**config.mk**
```make
export PLATFORM = sky130hd
export DESIGN_NAME = ifetch_unit_flat
export DESIGN_NICKNAME = d
export VERILOG_FILES = /design/src/rtl/ifetch_unit_if.sv /design/src/rtl/ifetch_unit.sv /design/src/flat_wrapper.sv
export SDC_FILE = /design/constraint.sdc
export NUM_CORES = 1
export LEC_CHECK = 0
export BUFFER_PORTS_ARGS = -buffer_cell sky130_fd_sc_hd__buf_2
export CAP_MARGIN = 20
export CELL_PAD_IN_SITES_DETAIL_PLACEMENT = 1
export CELL_PAD_IN_SITES_GLOBAL_PLACEMENT = 1
export CORE_UTILIZATION = 49
export CTS_CLUSTER_SIZE = 16
export DETAILED_ROUTE_END_ITERATION = 6
export PLACE_DENSITY_LB_ADDON = 0.1
export SLEW_MARGIN = 20
export SYNTH_ARGS = -nofsm -noshare
export SYNTH_HDL_FRONTEND = slang
export SYNTH_SLANG_ARGS = --single-unit
```
**constraint.sdc**
```tcl
create_clock -name clk -period 10.3 [get_ports clk]
set_input_delay 0.515 -clock clk [delete_from_list [all_inputs] [get_ports clk]]
set_output_delay 0.515 -clock clk [all_outputs]
set_load 0.05 [all_outputs]
```
**src/rtl/ifetch_unit_if.sv**
```systemverilog
// Fetch-unit bundle: redirect input, CPU-side instruction port and the decode-side buffer head.
// master = fetch unit, slave = memory bridge / decode / redirect source.
interface ifetch_unit_if;
   logic        redirect_valid;
   logic [31:0] redirect_pc;
   logic        inst_req;
   logic [31:0] inst_addr;
   logic        inst_addr_ok;
   logic        inst_data_ok;
   logic [31:0] inst_rdata;
   logic        out_valid;
   logic        out_ready;
   logic [31:0] out_pc;
   logic [31:0] out_inst;
   logic        out_adel;

   modport master (
      input  redirect_valid, redirect_pc, inst_addr_ok, inst_data_ok, inst_rdata, out_ready,
      output inst_req, inst_addr, out_valid, out_pc, out_inst, out_adel
   );

   modport slave (
      output redirect_valid, redirect_pc, inst_addr_ok, inst_data_ok, inst_rdata, out_ready,
      input  inst_req, inst_addr, out_valid, out_pc, out_inst, out_adel
   );
endinterface

```
**src/rtl/ifetch_unit.sv**
```systemverilog
// Instruction fetch front end: issues PC requests, tags responses and buffers them for decode.
// Latency: data_ok -> out_valid one cycle; requests are credit-limited so responses never stall.
module ifetch_unit #(
   parameter logic [31:0] RESET_PC        = 32'hbfc00000,
   parameter int          MAX_OUTSTANDING = 2,
   parameter int          FIFO_DEPTH      = 4
) (
   input  logic          clk,
   input  logic          reset,
   ifetch_unit_if.master bus
);
   localparam int AW = $clog2(FIFO_DEPTH);
   localparam int CW = $clog2(MAX_OUTSTANDING + 1);
   localparam int TQ = 2 ** CW;

   typedef struct packed {
      logic [31:0] pc;
      logic [31:0] inst;
      logic        adel;
   } entry_t;

   logic [31:0]   fetch_pc_q, fetch_pc_d;
   logic [CW-1:0] outst_q, outst_d;
   logic [CW-1:0] stale_q, stale_d;
   logic          halted_q, halted_d;
   logic [AW-1:0] rd_ptr_q, rd_ptr_d;
   logic [AW-1:0] wr_ptr_q, wr_ptr_d;
   logic [AW:0]   cnt_q, cnt_d;
   logic [31:0]   tag_q [TQ];
   logic [31:0]   tag_d [TQ];
   entry_t        fifo_q [FIFO_DEPTH];

   logic [CW-1:0] live;
   logic [CW-1:0] tag_wr_idx;
   logic          aligned;
   logic          credit_ok;
   logic          req;
   logic          accept;
   logic          adel_push;
   logic          resp_keep;
   logic          push_en;
   logic          pop;
   entry_t        push_entry;
   entry_t        head;

   // Live requests are those not orphaned by a redirect; each one owns a reserved FIFO slot.
   assign live      = outst_q - stale_q;
   assign aligned   = (fetch_pc_q[1:0] == 2'b00);
   assign credit_ok = (8'(cnt_q) + 8'(live)) < 8'(FIFO_DEPTH);

   assign req       = !reset && !bus.redirect_valid && !halted_q && aligned
                      && (outst_q < CW'(MAX_OUTSTANDING)) && credit_ok;
   assign accept    = req && bus.inst_addr_ok;
   assign adel_push = !reset && !bus.redirect_valid && !halted_q && !aligned
                      && credit_ok && (live == '0);
   assign resp_keep = bus.inst_data_ok && !bus.redirect_valid && (stale_q == '0);
   assign pop       = (cnt_q != '0) && bus.out_ready && !bus.redirect_valid;
   assign push_en   = resp_keep || adel_push;

   assign tag_wr_idx = live - CW'(resp_keep);

   always_comb begin
      push_entry = '0;
      if (resp_keep) begin
         push_entry.pc   = tag_q[0];
         push_entry.inst = bus.inst_rdata;
      end else begin
         push_entry.pc   = fetch_pc_q;
         push_entry.adel = 1'b1;
      end
   end

   always_comb begin
      tag_d = tag_q;
      if (resp_keep) begin
         for (int i = 0; i < TQ - 1; i++) begin
            tag_d[i] = tag_q[i + 1];
         end
      end
      if (accept) begin
         tag_d[tag_wr_idx] = fetch_pc_q;
      end
   end

   always_comb begin
      fetch_pc_d = fetch_pc_q;
      halted_d   = halted_q;
      outst_d    = outst_q + CW'(accept) - CW'(bus.inst_data_ok);
      stale_d    = stale_q;
      rd_ptr_d   = rd_ptr_q;
      wr_ptr_d   = wr_ptr_q;
      cnt_d      = cnt_q;
      if (bus.redirect_valid) begin
         fetch_pc_d = bus.redirect_pc;
         halted_d   = 1'b0;
         // Everything still in flight, minus the response arriving now, becomes garbage.
         stale_d    = outst_q - CW'(bus.inst_data_ok);
         rd_ptr_d   = '0;
         wr_ptr_d   = '0;
         cnt_d      = '0;
      end else begin
         if (accept) begin
            fetch_pc_d = fetch_pc_q + 32'd4;
         end
         if (adel_push) begin
            halted_d = 1'b1;
         end
         if (bus.inst_data_ok && (stale_q != '0)) begin
            stale_d = stale_q - 1'b1;
         end
         if (push_en) begin
            wr_ptr_d = wr_ptr_q + 1'b1;
         end
         if (pop) begin
            rd_ptr_d = rd_ptr_q + 1'b1;
         end
         cnt_d = cnt_q + (AW+1)'(push_en) - (AW+1)'(pop);
      end
   end

   always_ff @(posedge clk) begin
      if (reset) begin
         fetch_pc_q <= RESET_PC;
         halted_q   <= 1'b0;
         outst_q    <= '0;
         stale_q    <= '0;
         rd_ptr_q   <= '0;
         wr_ptr_q   <= '0;
         cnt_q      <= '0;
      end else begin
         fetch_pc_q <= fetch_pc_d;
         halted_q   <= halted_d;
         outst_q    <= outst_d;
         stale_q    <= stale_d;
         rd_ptr_q   <= rd_ptr_d;
         wr_ptr_q   <= wr_ptr_d;
         cnt_q      <= cnt_d;
      end
   end

   // Storage needs no reset: occupancy is tracked by the counters above.
   always_ff @(posedge clk) begin
      tag_q <= tag_d;
      if (push_en) begin
         fifo_q[wr_ptr_q] <= push_entry;
      end
   end

   assign head          = fifo_q[rd_ptr_q];
   assign bus.inst_req  = req;
   assign bus.inst_addr = fetch_pc_q;
   assign bus.out_valid = (cnt_q != '0);
   assign bus.out_pc    = bus.out_valid ? head.pc   : 32'd0;
   assign bus.out_inst  = bus.out_valid ? head.inst : 32'd0;
   assign bus.out_adel  = bus.out_valid ? head.adel : 1'b0;
endmodule

```
**src/flat_wrapper.sv**
```systemverilog
// flat-port wrapper written by rule: the top's interface ports become plain ports
module ifetch_unit_flat 
#(
   parameter logic [31:0] RESET_PC        = 32'hbfc00000,
   parameter int          MAX_OUTSTANDING = 2,
   parameter int          FIFO_DEPTH      = 4
)
  (clk, reset, bus_redirect_valid, bus_redirect_pc, bus_inst_addr_ok, bus_inst_data_ok, bus_inst_rdata, bus_out_ready, bus_inst_req, bus_inst_addr, bus_out_valid, bus_out_pc, bus_out_inst, bus_out_adel);
  ifetch_unit_if bus_i ();
  input  logic clk;
  input  logic reset;
  input wire logic [$bits(bus_i.redirect_valid)-1:0] bus_redirect_valid;
  input wire logic [$bits(bus_i.redirect_pc)-1:0] bus_redirect_pc;
  input wire logic [$bits(bus_i.inst_addr_ok)-1:0] bus_inst_addr_ok;
  input wire logic [$bits(bus_i.inst_data_ok)-1:0] bus_inst_data_ok;
  input wire logic [$bits(bus_i.inst_rdata)-1:0] bus_inst_rdata;
  input wire logic [$bits(bus_i.out_ready)-1:0] bus_out_ready;
  output wire logic [$bits(bus_i.inst_req)-1:0] bus_inst_req;
  output wire logic [$bits(bus_i.inst_addr)-1:0] bus_inst_addr;
  output wire logic [$bits(bus_i.out_valid)-1:0] bus_out_valid;
  output wire logic [$bits(bus_i.out_pc)-1:0] bus_out_pc;
  output wire logic [$bits(bus_i.out_inst)-1:0] bus_out_inst;
  output wire logic [$bits(bus_i.out_adel)-1:0] bus_out_adel;
  assign bus_i.redirect_valid = bus_redirect_valid;
  assign bus_i.redirect_pc = bus_redirect_pc;
  assign bus_i.inst_addr_ok = bus_inst_addr_ok;
  assign bus_i.inst_data_ok = bus_inst_data_ok;
  assign bus_i.inst_rdata = bus_inst_rdata;
  assign bus_i.out_ready = bus_out_ready;
  assign bus_inst_req = bus_i.inst_req;
  assign bus_inst_addr = bus_i.inst_addr;
  assign bus_out_valid = bus_i.out_valid;
  assign bus_out_pc = bus_i.out_pc;
  assign bus_out_inst = bus_i.out_inst;
  assign bus_out_adel = bus_i.out_adel;
  ifetch_unit #(.RESET_PC(RESET_PC), .MAX_OUTSTANDING(MAX_OUTSTANDING), .FIFO_DEPTH(FIFO_DEPTH)) u_core (.clk(clk), .reset(reset), .bus(bus_i));
endmodule
```
[After elaboration in Yosys (flattened, before gate mapping)]
Memories as Yosys holds them, arrays and structs flattened. A register that Yosys moved wholly into a read port is not among the register bits.
Index checks and enable logic that the tools add are counted.
Storage, ports and cells
  output and inout bits: 99
  memories kept: 1
  input bits: 70
  logic and storage cells: 76
  RAM bits: 260
  flip-flop bits (word level): 172
Operators by class
  mux-type cells: 19
  magnitude comparators: 4
  bitwise operators: 1
  $add $sub $neg: 12
  reduce and logical (&&, ||, !) cells: 28
Memories
  u_core.fifo_q: depth 4, width 65, rd ports 1, clocked after memory_dff 1, wr ports 1, RTL line ifetch_unit.sv:31  | entry_t fifo_q [FIFO_DEPTH];
Operators with widths (number)
  two-way mux 32 bit: 7
  bitwise mux 128 bit: 1
  two-way mux 128 bit: 1
  two-way mux 96 bit: 1
  demux 32 bit (select 2 bit): 1
  adder 32 x 3 -> 32 bit (second input constant): 1
  logical AND 1 bit: 15
  less-than comparator 8 x 3 -> 1 bit (second input constant): 1
  two-way mux 2 bit: 4
  zero test 2 bit: 3
  nonzero test 2 bit: 3
  subtractor 2 x 1 -> 2 bit: 3
  adder 2 x 1 -> 2 bit (second input constant): 2
  adder 3 x 2 -> 4 bit: 1
  zero test 1 bit: 4
  two-way mux 1 bit: 4
  adder 3 x 1 -> 3 bit: 1
  >= comparator 3 bit (second input constant): 1
  less-than comparator 3 x 1 -> 1 bit (second input constant): 1
  inverter 2 -> 3 bit: 1
  nonzero test 3 bit: 1
  subtractor 3 x 1 -> 3 bit: 1
  adder 2 x 1 -> 2 bit: 1
  less-than comparator 2 bit (second input constant): 1
  other kinds (4): 4

[Logic depth before layout (Yosys ltp)]
  depth in word-level cells: 11
  mapped depth: 13
  depth with buffers taken out: 13

[Worst setup path before layout]
No wires, ideal clock.
  path type: reg2reg
  start: register u_core.stale_q[0]
  end: register (tool-made name)
  slack: 5592 ps
  data required time: 9839 ps
  period minus slack after synthesis: 4708 ps
  data arrival time: 4247 ps
  path buffers: 2
  cell stages (with the launch flop): 10
  library setup time: 461 ps
  cells stage by stage: dfxtp_1 ha_1 xnor3_1 inv_1 ha_1 and3b_1 nand4b_4 buf_2 clkbuf_1 nor3_1
RTL lines
  from (decl): RTL line ifetch_unit.sv:24  | logic [CW-1:0] stale_q, stale_d;
  from (signal assigned): RTL line ifetch_unit.sv:134  | stale_q <= stale_d;

==> summary.md <==
| Metric | Value |
|---|---|
| DR vias | `roughly 11,000` |
| Die height | `194 um` |
| Flop-to-flop setup slack | `6120 ps` |
| Async SR Flop Fraction | `0%` |
| # clock sinks | `between 400 and 500` |
| Maximum vdd ir drop | `~0.13 mV` |
| Horiz. Die Dim | `194 um` |
| GRT Util Overall | `23.1%` |
| Crit Path Max Fanout | `43` |
| Post-synth EDFFs | `292` |
| Largest family of logic cells by synthesized area | `multiplexers` |
| Post-Synth Simple-Gate Area | `11.9%` |
| Pre-antenna DRT Iters | `5` |
| PD cells | `214 nW/um^2` |
| Setup TNS | `0 ps` |
| Number of synthesized register bits | `434` |
| Core Region | `around 36,000 sq um` |
| Max Slew Vio Count | `0` |
| Seq/Total Area, Yosys | `64.4%` |
| R2R cell count | `12` |
| Combinational power share | `13.2%` |
| Largest net degree at the start of global routing | `between 60 and 70` |
| Largest area contributor in the netlist | `edfxtp_1` |
| Yosys cell types | `63` |
| Post-Route WL | `roughly 43 mm` |
| CP max stage delay | `640 ps` |
| Bufs on Longest Clock Path | `3` |
| Global-route wire length before repair | `~68 mm` |
| Post-Synth Adder-Cell Area | `1.01%` |
| Final hold viol count | `0` |
| Clk Latency, worst-skew pair | `560 ps` |
| Crit path time final | `4180 ps` |
| Period Utilization, post-route | `40.6%` |
| Clock Power Share | `36.1%` |
| Max-Cap Viols | `0` |
| Clock slew seen by the registers of the worst setup and hold paths | `approximately 60 ps` |
| Most common cell after layout, fill and taps aside | `edfxtp_1` |
| CTS H-tree depth | `2` |
| Hold Path Class | `in2reg` |
| Compound-Gate Fraction of Synth Area | `5.72%` |
| Overflow after GRT | `0` |
| Delay-heaviest family, CP | `buffers and inverters` |
| Hold EP | `u_core.bus.inst_addr[0]` |
| Initial DRC Count | `just under 600` |
| Fmax | `239 MHz` |
| CP Capture Type | `register` |
| GPL Wtd Cong | `0.763` |
| Post-route DRC | `0` |
| Worst R2R Start | `u_core.stale_q[0]` |
| Setup-failing EPs final | `0` |
| Ys flop type | `edfxtp_1` |
| Buf+Inv Stages, Crit Path | `4` |
| Starting Density | `roughly half` |
| Routed len/inst | `21.4 um` |
| LEAKAGE | `7.54 nW` |
| Internal | `3.28 mW` |
| HPWL after DPL | `roughly 26 mm` |
| Area growth syn-to-layout | `14.7%` |
| WS Path Type | `reg2reg` |
| Num CTS Buffers | `46` |
| IO Count | `169` |
| Full die area | `37,500 sq um` |
| Initial antenna violation count | `0` |
| Vias in the first global route | `11,800` |
| Post-Synth XOR/XNOR Area | `0.611%` |
| Post-CTS Setup Inserts | `0` |
| Synth Cell Area | `18,000 sq um` |
| Avg Cell Area, Syn | `13.2 sq um` |
| Final ANT Viol Nets | `0` |
| Yosys warnings | `0` |
| Slowest-stage cell, CP | `clkinv_1` |
| Row count | `69` |
| Switching share of total power | `around 26%` |
| Flop pwr share | `between 50% and 60%` |
| Mapped Cells | `1,360` |
| CP arrival | `approximately 4700 ps` |
| Most frequent cells in the layout | `292 x edfxtp_1, 171 x nand2_1, 168 x buf_2` |
| Crit Reg-Reg Endpoint | `u_core.tag_q[117]` |
| Layout Nets | `1,577` |
| CP Data Required Time | `10,770 ps` |
| CTS root buffer | `clkbuf_16` |
| Synth top area share | `48.7%` |
| Overall power | `about 4.4 mW` |
| Multiplexer share of the synthesized area | `13.7%` |
| Status | `finished clean` |
| Vias per inst | `around 5.6` |
| Post-cts resize count | `0` |
| Sequence of cells on the critical path | `ha_1 -> xnor3_1 -> inv_1 -> ha_1 -> and3b_1 -> nand4b_4 -> buf_4 -> clkinv_1 -> nand3_2 -> buf_4 -> nor2_1 -> a21oi_1` |
| Clk_skew | `~22 ps` |
| Hold_sp | `bus_redirect_pc[0]` |
| CTS tree | `built` |
| RSZ-0062 raised after global routing | `false` |
| CP Launch Type | `register` |
| Top cells by area, synth | `edfxtp_1 49%, dfxtp_1 16%, mux4_2 8.1%` |
| P_sw | `1.15 mW` |
| Hold depth | `3` |
| Max-slew headroom | `between 30% and 40%` |
| Slew @ Worst Pin | `995 ps` |
| Fraction of layout instances using a drive strength above 1 | `around 22%` |
| Ant diodes | `0` |
| Syn_nets | `between 1,000 and 1,500` |
| Crit path from | `u_core.stale_q[0]` |
| Port-buffer cells | `around 170` |
| CTS Hold Bufs | `0` |
-- sequential cells by signal, summed over array words and instances, names as in the netlist, named ones only --
| register | flops |
|---|---|
| u_core.tag_q | 96 |
| u_core.bus.inst_addr | 32 |
| u_core.fifo_q | 260 |
| u_core.wr_ptr_q | 2 |
| u_core.halted_q | 1 |
| u_core.cnt_q | 3 |
| u_core.stale_q | 2 |
| u_core.outst_q | 2 |
| u_core.rd_ptr_q | 2 |
-- final cells by class --
cell class / instances / area [sq um]
sequential: 434 / 11600
inverter: 18 / 72.6
timing repair buffer: 184 / 961
clock inverter: 15 / 96.3
clock buffer: 71 / 1370
tap: 461 / 577
multi-input combinational: 809 / 5980
fill: 3569 / 15200
-- worst reg2reg max path: stages (launching register included) --
cell and delay, ps:
dfxtp_1 340, ha_1 230, xnor3_1 390, inv_1 80
ha_1 260, and3b_1 160, nand4b_4 120, buf_4 430
clkinv_1 670, nand3_2 620, buf_4 530, nor2_1 130
a21oi_1 140
-- routing by layer --
metal	track usage (%)	vias to the layer above	wire, um
li1	-	5229	-
met1	31.5	5613	19500
met2	39.1	229	20600
met3	3.74	50	1740
met4	5.36	0	755
met5	0	-	0
-- Yosys cell counts, drive strengths merged, types with 8 or more instances --
master and instances:
edfxtp 292, a21oi 97, o21ai 50, nand3 16, dfxtp 142, clkbuf 70
nand2 171, nor2 91, a31oi 8, ha 13, inv 17, mux2i 96
buf 29, and2 107, nor3 13, mux4 65
-- metrics by stage --
step | hold WS, ps | instances | utilization (%) | setup WS [ps] | area (sq um)
CTS | 178 | 1992 | 57.5 | 6070 | 20700
detailed placement | 447 | 1906 | 53.5 | 6100 | 19200
finish | 200 | 1992 | 57.5 | 6120 | 20700
global placement | 444 | 1906 | 53.5 | 6260 | 19200
floorplan | 432 | 1360 | - | 5590 | 18000
global route | 199 | 1992 | 57.5 | 5800 | 20700
-- worst max-delay path by stage --
stage          cells past startpoint                      end
2_1_floorplan                      9                 register
3_3_place_gp                      12  u_core.bus.inst_addr[4]
3_5_place_dp                      12  u_core.bus.inst_addr[7]
4_1_cts                           11  u_core.bus.inst_addr[7]
5_1_grt                           13        u_core.tag_q[117]
6_report                          12        u_core.tag_q[117]
-- logic make-up (layout without fill, tap and decap cells) --
kind of cell,count (synthesis),after routing
simple gates,437,437
flops,434,434
compound gates,182,182
mux,165,165
buf+inv,117,288
fa+ha+maj,14,14
xor+xnor,11,11
-- power groups by stage --
stage | registers, mW | clock network, mW | logic, mW
final | 2.25 | 1.60 | 0.583
after floorplan | 2.25 | 0 | 0.428
after global routing | 2.27 | 1.70 | 0.648
after detailed placement | 2.28 | 0 | 0.585
after global placement | 2.27 | 0 | 0.556
after CTS | 2.25 | 1.63 | 0.590
(Power assumes the default switching activity.)
